File: config.mk
export PLATFORM = sky130hd
export DESIGN_NAME = dest_fifo_reader_flat
export DESIGN_NICKNAME = d
export VERILOG_FILES = /design/src/rtl/dest_fifo_reader_if.sv /design/src/rtl/dest_fifo_reader.sv /design/src/flat_wrapper.sv
export SDC_FILE = /design/constraint.sdc
export NUM_CORES = 1
export LEC_CHECK = 0
export CAP_MARGIN = 10
export CORE_ASPECT_RATIO = 0.5
export CORE_UTILIZATION = 45
export DETAILED_ROUTE_END_ITERATION = 10
export GPL_TIMING_DRIVEN = 0
export PLACE_DENSITY = 0.8
export SYNTH_ARGS = -nofsm -noshare
export SYNTH_HDL_FRONTEND = slang
export SYNTH_SLANG_ARGS = --single-unit
File: constraint.sdc
create_clock -name clk -period 2 [get_ports clk]
set_input_delay 0.3 -clock clk [delete_from_list [all_inputs] [get_ports clk]]
set_output_delay 0.3 -clock clk [all_outputs]
set_load 0.02 [all_outputs]
File: src/rtl/dest_fifo_reader_if.sv
`default_nettype none
// ============================================================================
// Module   : dest_fifo_reader_if
// Brief    : Bundles the two destination-FIFO read ports and the merged
//            output stream of the destination FIFO reader.
// Revision : 1.0 - initial release
// ============================================================================
interface dest_fifo_reader_if #(
    parameter int DATA_WIDTH = 6
);
    // FIFO side
    logic                  empty_fifo_D0;
    logic                  empty_fifo_D1;
    logic [DATA_WIDTH-1:0] data_out_D0;
    logic [DATA_WIDTH-1:0] data_out_D1;
    logic                  D0_pop;
    logic                  D1_pop;
    // Merged output stream
    logic [DATA_WIDTH-1:0] data_out;
    logic                  valid_out;
    logic                  src_out;

    // The reader: consumes FIFO flags/data, issues pops, drives the stream
    modport master (
        input  empty_fifo_D0, empty_fifo_D1, data_out_D0, data_out_D1,
        output D0_pop, D1_pop, data_out, valid_out, src_out
    );

    // The environment: FIFOs plus whoever consumes the merged stream
    modport slave (
        output empty_fifo_D0, empty_fifo_D1, data_out_D0, data_out_D1,
        input  D0_pop, D1_pop, data_out, valid_out, src_out
    );
endinterface
`default_nettype wire

File: src/rtl/dest_fifo_reader.sv
`default_nettype none
// ============================================================================
// Module   : dest_fifo_reader
// Brief    : Drains destination FIFOs D0/D1 with round-robin pops, merges
//            the words into one registered stream tagged with the source,
//            checks each word's destination bit and counts words per source.
// Revision : 1.0 - initial release
// ============================================================================
module dest_fifo_reader #(
    parameter int DATA_WIDTH  = 6,
    parameter int COUNT_WIDTH = 8
) (
    input  logic                   clk,
    input  logic                   reset,      // asynchronous, active low
    input  logic                   enable,
    dest_fifo_reader_if.master     bus,
    output logic                   mismatch,
    output logic [COUNT_WIDTH-1:0] cnt_D0,
    output logic [COUNT_WIDTH-1:0] cnt_D1,
    output logic [1:0]             state_out
);

    typedef enum logic [1:0] {
        ST_IDLE   = 2'b00,
        ST_ACTIVE = 2'b01,
        ST_ERROR  = 2'b10
    } state_t;

    localparam logic [COUNT_WIDTH-1:0] CNT_MAX = '1;
    localparam logic [COUNT_WIDTH-1:0] CNT_ONE = COUNT_WIDTH'(1);

    state_t                state;
    state_t                state_next;
    logic                  ptr_d1;      // 0: D0 has priority next, 1: D1
    logic                  rd_pend;     // a pop was issued last edge
    logic                  rd_src;      // source of that pop
    logic                  pop_allowed;
    logic                  pop_d0;
    logic                  pop_d1;
    logic [DATA_WIDTH-1:0] rd_word;
    logic                  dest_err;
    logic [DATA_WIDTH-1:0] data_reg;
    logic                  valid_reg;
    logic                  src_reg;

    // Pops only while actively enabled; the pointer breaks ties when both
    // FIFOs hold data, otherwise the single non-empty FIFO is taken.
    assign pop_allowed = (state == ST_ACTIVE) && enable;
    assign pop_d0 = pop_allowed && !bus.empty_fifo_D0 && (bus.empty_fifo_D1 || !ptr_d1);
    assign pop_d1 = pop_allowed && !bus.empty_fifo_D1 && (bus.empty_fifo_D0 ||  ptr_d1);

    // The FIFO presents the popped word one cycle after the pop edge
    assign rd_word  = rd_src ? bus.data_out_D1 : bus.data_out_D0;
    assign dest_err = rd_pend && (rd_word[DATA_WIDTH-1] != rd_src);

    assign bus.D0_pop    = pop_d0;
    assign bus.D1_pop    = pop_d1;
    assign bus.data_out  = data_reg;
    assign bus.valid_out = valid_reg;
    assign bus.src_out   = src_reg;
    assign state_out     = state;

    // State register
    always_ff @(posedge clk or negedge reset) begin
        if (!reset) begin
            state <= ST_IDLE;
        end else begin
            state <= state_next;
        end
    end

    // Next-state logic; a destination error wins over any enable change
    always_comb begin
        state_next = state;
        case (state)
            ST_IDLE: begin
                if (dest_err)    state_next = ST_ERROR;
                else if (enable) state_next = ST_ACTIVE;
            end
            ST_ACTIVE: begin
                if (dest_err)     state_next = ST_ERROR;
                else if (!enable) state_next = ST_IDLE;
            end
            ST_ERROR: state_next = ST_ERROR;
            default:  state_next = ST_IDLE;
        endcase
    end

    // Pop bookkeeping: in-flight flag, its source and the round-robin pointer
    always_ff @(posedge clk or negedge reset) begin
        if (!reset) begin
            rd_pend <= 1'b0;
            rd_src  <= 1'b0;
            ptr_d1  <= 1'b0;
        end else begin
            rd_pend <= pop_d0 || pop_d1;
            if (pop_d0 || pop_d1) begin
                rd_src <= pop_d1;
                ptr_d1 <= pop_d0;
            end
        end
    end

    // Capture of the in-flight word, destination check and saturating counts
    always_ff @(posedge clk or negedge reset) begin
        if (!reset) begin
            data_reg  <= '0;
            valid_reg <= 1'b0;
            src_reg   <= 1'b0;
            mismatch  <= 1'b0;
            cnt_D0    <= '0;
            cnt_D1    <= '0;
        end else begin
            valid_reg <= rd_pend;
            if (rd_pend) begin
                data_reg <= rd_word;
                src_reg  <= rd_src;
                if (dest_err) begin
                    mismatch <= 1'b1;
                end
                if (!rd_src) begin
                    if (cnt_D0 != CNT_MAX) cnt_D0 <= cnt_D0 + CNT_ONE;
                end else begin
                    if (cnt_D1 != CNT_MAX) cnt_D1 <= cnt_D1 + CNT_ONE;
                end
            end
        end
    end

endmodule
`default_nettype wire

File: src/flat_wrapper.sv
// flat-port wrapper written by rule: the top's interface ports become plain ports
module dest_fifo_reader_flat 
#(
    parameter int DATA_WIDTH  = 6,
    parameter int COUNT_WIDTH = 8
)
  (clk, reset, enable, mismatch, cnt_D0, cnt_D1, state_out, bus_empty_fifo_D0, bus_empty_fifo_D1, bus_data_out_D0, bus_data_out_D1, bus_D0_pop, bus_D1_pop, bus_data_out, bus_valid_out, bus_src_out);
  dest_fifo_reader_if #(.DATA_WIDTH(DATA_WIDTH)) bus_i ();
  input  logic clk;
  input  logic reset;
  input  logic enable;
  output logic mismatch;
  output logic [COUNT_WIDTH-1:0] cnt_D0;
  output logic [COUNT_WIDTH-1:0] cnt_D1;
  output logic [1:0] state_out;
  input wire logic [$bits(bus_i.empty_fifo_D0)-1:0] bus_empty_fifo_D0;
  input wire logic [$bits(bus_i.empty_fifo_D1)-1:0] bus_empty_fifo_D1;
  input wire logic [$bits(bus_i.data_out_D0)-1:0] bus_data_out_D0;
  input wire logic [$bits(bus_i.data_out_D1)-1:0] bus_data_out_D1;
  output wire logic [$bits(bus_i.D0_pop)-1:0] bus_D0_pop;
  output wire logic [$bits(bus_i.D1_pop)-1:0] bus_D1_pop;
  output wire logic [$bits(bus_i.data_out)-1:0] bus_data_out;
  output wire logic [$bits(bus_i.valid_out)-1:0] bus_valid_out;
  output wire logic [$bits(bus_i.src_out)-1:0] bus_src_out;
  assign bus_i.empty_fifo_D0 = bus_empty_fifo_D0;
  assign bus_i.empty_fifo_D1 = bus_empty_fifo_D1;
  assign bus_i.data_out_D0 = bus_data_out_D0;
  assign bus_i.data_out_D1 = bus_data_out_D1;
  assign bus_D0_pop = bus_i.D0_pop;
  assign bus_D1_pop = bus_i.D1_pop;
  assign bus_data_out = bus_i.data_out;
  assign bus_valid_out = bus_i.valid_out;
  assign bus_src_out = bus_i.src_out;
  dest_fifo_reader #(.DATA_WIDTH(DATA_WIDTH), .COUNT_WIDTH(COUNT_WIDTH)) u_core (.clk(clk), .reset(reset), .enable(enable), .bus(bus_i), .mismatch(mismatch), .cnt_D0(cnt_D0), .cnt_D1(cnt_D1), .state_out(state_out));
endmodule
Word level (Yosys, flattened, before mapping) --
Cells that the tools add are included.
Word-level totals: flip-flop bits (word level) 30, word-level logic and storage cells 43, bits of input ports 17, output and inout port bits 29
Cells by class: multiplexer cells 6, bitwise operators 1, eq/ne operators 7, reduce and logical (&&, ||, !) cells 17, $add $sub $neg 2
Operators with widths (count):
- 8-bit by 1-bit adder with 8-bit output, second input constant | 2
- 8-bit inequality test, second input constant | 2
- 2-bit two-way mux | 4
- 1-bit logical AND | 6
- 6-bit two-way mux | 1
- 3-bit by 2-bit inequality test with 1-bit output, second input constant | 2
- 2-bit one-hot mux with 3 select lines | 1
- 3-bit AND reduction | 2
- 2-bit AND reduction | 2
- 1-bit zero test | 3
- 1-bit logical OR | 3
- 2-bit by 1-bit == test with 1-bit output, second input constant | 1
- 2-bit == test, second input constant | 1
- 2-bit zero test | 1
- 1-bit inequality test | 1
- 1-bit inverter | 1

Logic depth before layout (Yosys ltp) --
Gate-level depths: netlist of the first run.
word-level depth 5, gate-level depth with buffers 4, mapped depth without buffers 4

Least setup slack after synthesis of the first run --
Ideal clock, no wire load.
kind register to output, from register u_core.state[1], in the netlist u_core.state_out[1], to output port bus_D0_pop, path buffers 0, cell stages (with the launch flop) 4, slack 0.361 ns, arrival 1.339 ns, cells stage by stage dfrtp_1 nand3b_1 or2_2 a21oi_1
Between the ends: longest elaborated chain between the ends 4
Ends and longest elaborated chain:
- start, declared | RTL line dest_fifo_reader.sv:32 | state_t state;
- start signal, assigned | RTL line dest_fifo_reader.sv:68 | state <= state_next;
- 2-bit by 1-bit == test with 1-bit output | RTL line dest_fifo_reader.sv:48 | assign pop_allowed = (state == ST_ACTIVE) && enable;
- 1-bit logical AND | RTL line dest_fifo_reader.sv:48
- 1-bit logical AND (2 in a row) | RTL line dest_fifo_reader.sv:49 | assign pop_d0 = pop_allowed && !bus.empty_fifo_D0 && (bus.empty_fifo_D1 || !ptr_d1);
- end, declared | RTL line flat_wrapper.sv:20 | output wire logic [$bits(bus_i.D0_pop)-1:0] bus_D0_pop;
Every way passes these cells.

Worst setup path after layout of the first run --
Ends and elaborated chain as after synthesis.

==> impl_metrics.py, run 1 <==
metrics = {
    "drt": {
        "avgRoutedWirePerCell_um": 14.74,
        "vias": 1195,
        "vias_per_cell": 5.532,
        "drc": 0,
        "drtIter0Drc": 56,
        "ant_nets": 0,
        "dr.pass1.iters": 4,
        "wl_um": 3184,
    },
    "timing": {
        "setup_violations": 0,
        "hold_violations": 0,
        "grt_setup_unrepaired": "no",
        "slew_headroom": 0.5769,
        "finClkSkew_ns": 0.005305,
        "tns_ns": 0,
        "period_share": 0.9337,
        "maxSlewViolCount": 0,
        "worstMarginPinSlew_ns": 0.6327,
        "min_period_ns": 1.867,
        "clock.fmax_ghz": 0.5355,
    },
    "yosys": {
        "yosysTopAreaCell": "dfrtp_1",
        "synth_top_cell_area_share": 0.5401,
        "synth-seq-cells": 30,
        "synth_most_common_cell": "dfrtp_1",
        "async_flop_share": 1.000,
        "ys_seq_area_frac": 0.5401,
        "syn_nets": 144,
        "synth.avg_cell_area_um2": 11.12,
        "yosys-top-cells-count": "30 x dfrtp_1, 11 x a21oi_1, 8 x nor2_1, 7 x nand2_1",
        "synthFlopType": "dfrtp_1",
        "synth-edff-count": 0,
        "synthesis.area_mm2": 0.001390,
        "synthCells": 125,
        "yosys_warnings": 0,
        "synth.distinct_cells": 33,
        "synthTopCellsByArea": "dfrtp_1 54%, mux2_2 4.9%, mux2i_1 4.3%, a21oi_1 4.0%, a31oi_1 2.3%",
    },
    "critical_path": {
        "crit_slowest_cell": "dfrtp_1",
        "start_kind": "register",
        "path_depth": 4,
        "reg2reg_depth": 4,
        "critPathMaxFanout": 4,
        "worst_ep_arrival_time_ns": 1.57,
        "rr_endpoint": "u_core.cnt_D0[1]",
        "required_ns": 1.70,
        "path_delay_family": "simple AND/OR/NAND/NOR gates",
        "r2r-start": "u_core.cnt_D0[0]",
        "path_class": "register to primary output",
        "setup.worst_path.end": "bus_D0_pop",
        "cp_cell_sequence": "nand3b_1, or2_2, a21oi_1, buf_2",
        "end_kind": "primary output",
        "cp_num_buf_inv": 1,
        "r2r_slack_ns": 0.30,
        "startpoint": "u_core.state_out[1]",
        "slowest_delay_ns": 0.41,
    },
    "place": {
        "place_inst": 208,
        "io_buffer_count": 45,
        "gp_congestion": 0.7588,
        "hpwl_um": 2252,
    },
    "final_layout": {
        "fin_nets": 197,
        "fin_cells": 216,
        "area_growth_pct": 45.09,
        "drive_above_1_share": 0.1173,
        "antenna_cells": 0,
        "fillers": 213,
    },
    "clock_tree": {
        "h-tree-depth": 2,
        "cts_setup_buffers": 0,
        "cts_buffer_depth": 2,
        "tritoncts": "done",
        "worstSkewPairLatency_ns": 0.28,
        "ctsHoldBuffers": 0,
        "cts_root_buf": "clkbuf_8",
        "clkSlewWorstSetupHoldPaths_ns": 0.07,
        "cts_buffers": 5,
        "cts.sinks": 30,
    },
    "grt": {
        "grt_max_degree": 20,
        "antenna_found_initial": 0,
        "track_usage": 0.2083,
        "grt_pass1_vias": 1003,
        "grt_first_pass_wirelength_um": 4754,
        "grt_overflow_total": 0,
    },
    "power": {
        "p_per_area_mw_per_mm2": 1269,
        "vdd_drop_max_v": 0.0007222,
        "power.leakage_nw": 0.8724,
    },
    "status": {
        "outcome": "finished, final reports clean",
    },
    "hold_path": {
        "holdCritPathClass": "register to register",
        "worstHoldStart": "u_core.rd_pend",
    },
    "flow_run": {
        "cap_violations": 0,
    },
    "die": {
        "dieArea_mm2": 0.003329,
        "die_x_um": 80.60,
        "num_rows": 13,
        "io_pins": 46,
        "start_util": 0.5027,
        "die_y_um": 41.30,
        "core_area_mm2": 0.002765,
    },
}
-- cells by family after synthesis --
| kind of cell | after synthesis | synth area share |
|---|---|---|
| fa+ha+maj | 2 | 0.01800 |
| mux | 12 | 0.09181 |
| xor+xnor | 3 | 0.01891 |
| flops | 30 | 0.5401 |
| buf+inv | 7 | 0.02429 |
| simple gates | 41 | 0.1647 |
| compound gates | 30 | 0.1422 |
-- final cells by class --
type                       count  area (um2)  area share
tap                           37       46.29     0.02295
multi-input combinational     88       605.6      0.3002
clock inverter                 3       40.04     0.01985
sequential                    30       750.7      0.3722
timing repair buffer          46       471.7      0.2339
buffer                         3       18.77    0.009305
inverter                       4       15.01    0.007444
clock buffer                   5       68.82     0.03412
-- what timing repair did --
item,in CTS,in global routing
resized for setup,4,1
pin swaps,0,0
endpoints found under the hold margin,0,0
endpoints found under the setup margin,2,1
-- placed cells by master, fill, tap and decap left out, drive strengths merged --
cell and instances:
dlygate4sd2 1, a21o 1, a31oi 5, bufinv 1
nand3b 1, and3 3, nor3 1, and3b 1
nand2b 2, nand3 3, ha 2, o211ai 4
mux2i 6, o21ai 3, a41oi 1, buf 4
nand4 5, and4b 2, nor2 8, and4 1
and2 2, inv 4, a21oi 11, clkbuf 6
or2 1, mux2 6, clkinv 2, clkdlybuf4s50 43
dfrtp 30, nand2 7, nor2b 4, o2111a 2
xnor2 3, o21a 3
-- metal layers --
metal / vias up / share of wire / global-route usage / wire, um
met5: - / 0 / 0 / 0
met4: 0 / 0.030 / 0.1473 / 97
met3: 10 / 0.048 / 0.06087 / 153
met2: 40 / 0.48 / 0.3517 / 1525
met1: 581 / 0.44 / 0.2445 / 1408
li1: 564 / - / - / -
-- sequential cells by signal (all words and copies together), names as in the netlist --
register / count
u_core.state_out: 2
u_core.bus.src_out: 1
u_core.rd_pend: 1
u_core.rd_src: 1
u_core.ptr_d1: 1
u_core.bus.valid_out: 1
u_core.mismatch: 1
u_core.bus.data_out: 6
u_core.cnt_D0: 8
u_core.cnt_D1: 8
-- how the worst min path moves through the flow --
stage / to / slack, ns / depth (start not counted)
final: u_core.bus.valid_out / 0.40 / 0
after CTS: u_core.bus.valid_out / 0.41 / 0
after global placement: u_core.bus.valid_out / 0.40 / 0
after global routing: u_core.bus.valid_out / 0.42 / 0
after floorplan: u_core.bus.data_out[0] / 0.004 / 0
after detailed placement: u_core.bus.valid_out / 0.39 / 0
-- through the flow --
stage / power [mW] / hold WS (ns) / worst slack, ns / area (um2) / util
global placement: 1.924 / 0.3966 / -0.2507 / 1887 / 0.6824
CTS: 2.579 / 0.4094 / 0.03220 / 2023 / 0.7317
floorplan: 1.480 / 0.004409 / 0.3614 / 1390 / -
global route: 2.687 / 0.4245 / 0.07324 / 2017 / 0.7294
detailed placement: 1.965 / 0.3937 / -0.3024 / 1914 / 0.6923
finish: 2.560 / 0.4040 / 0.1327 / 2017 / 0.7294
-- power breakdown --
part	internal, mW	total [mW]	switching (mW)
combinational	0.495	0.978	0.483
clock	0.366	0.605	0.239
sequential	0.789	0.977	0.187
total	1.65	2.56	0.910
Note: power is estimated with default switching activity, not from simulation.
==> run 2: changes to the inputs <==
Settings changed: HOLD_SLACK_MARGIN from default to 0.08.
==> results of run 2 <==
No change in the layout: final DEF, timing and power equal those of run 1.
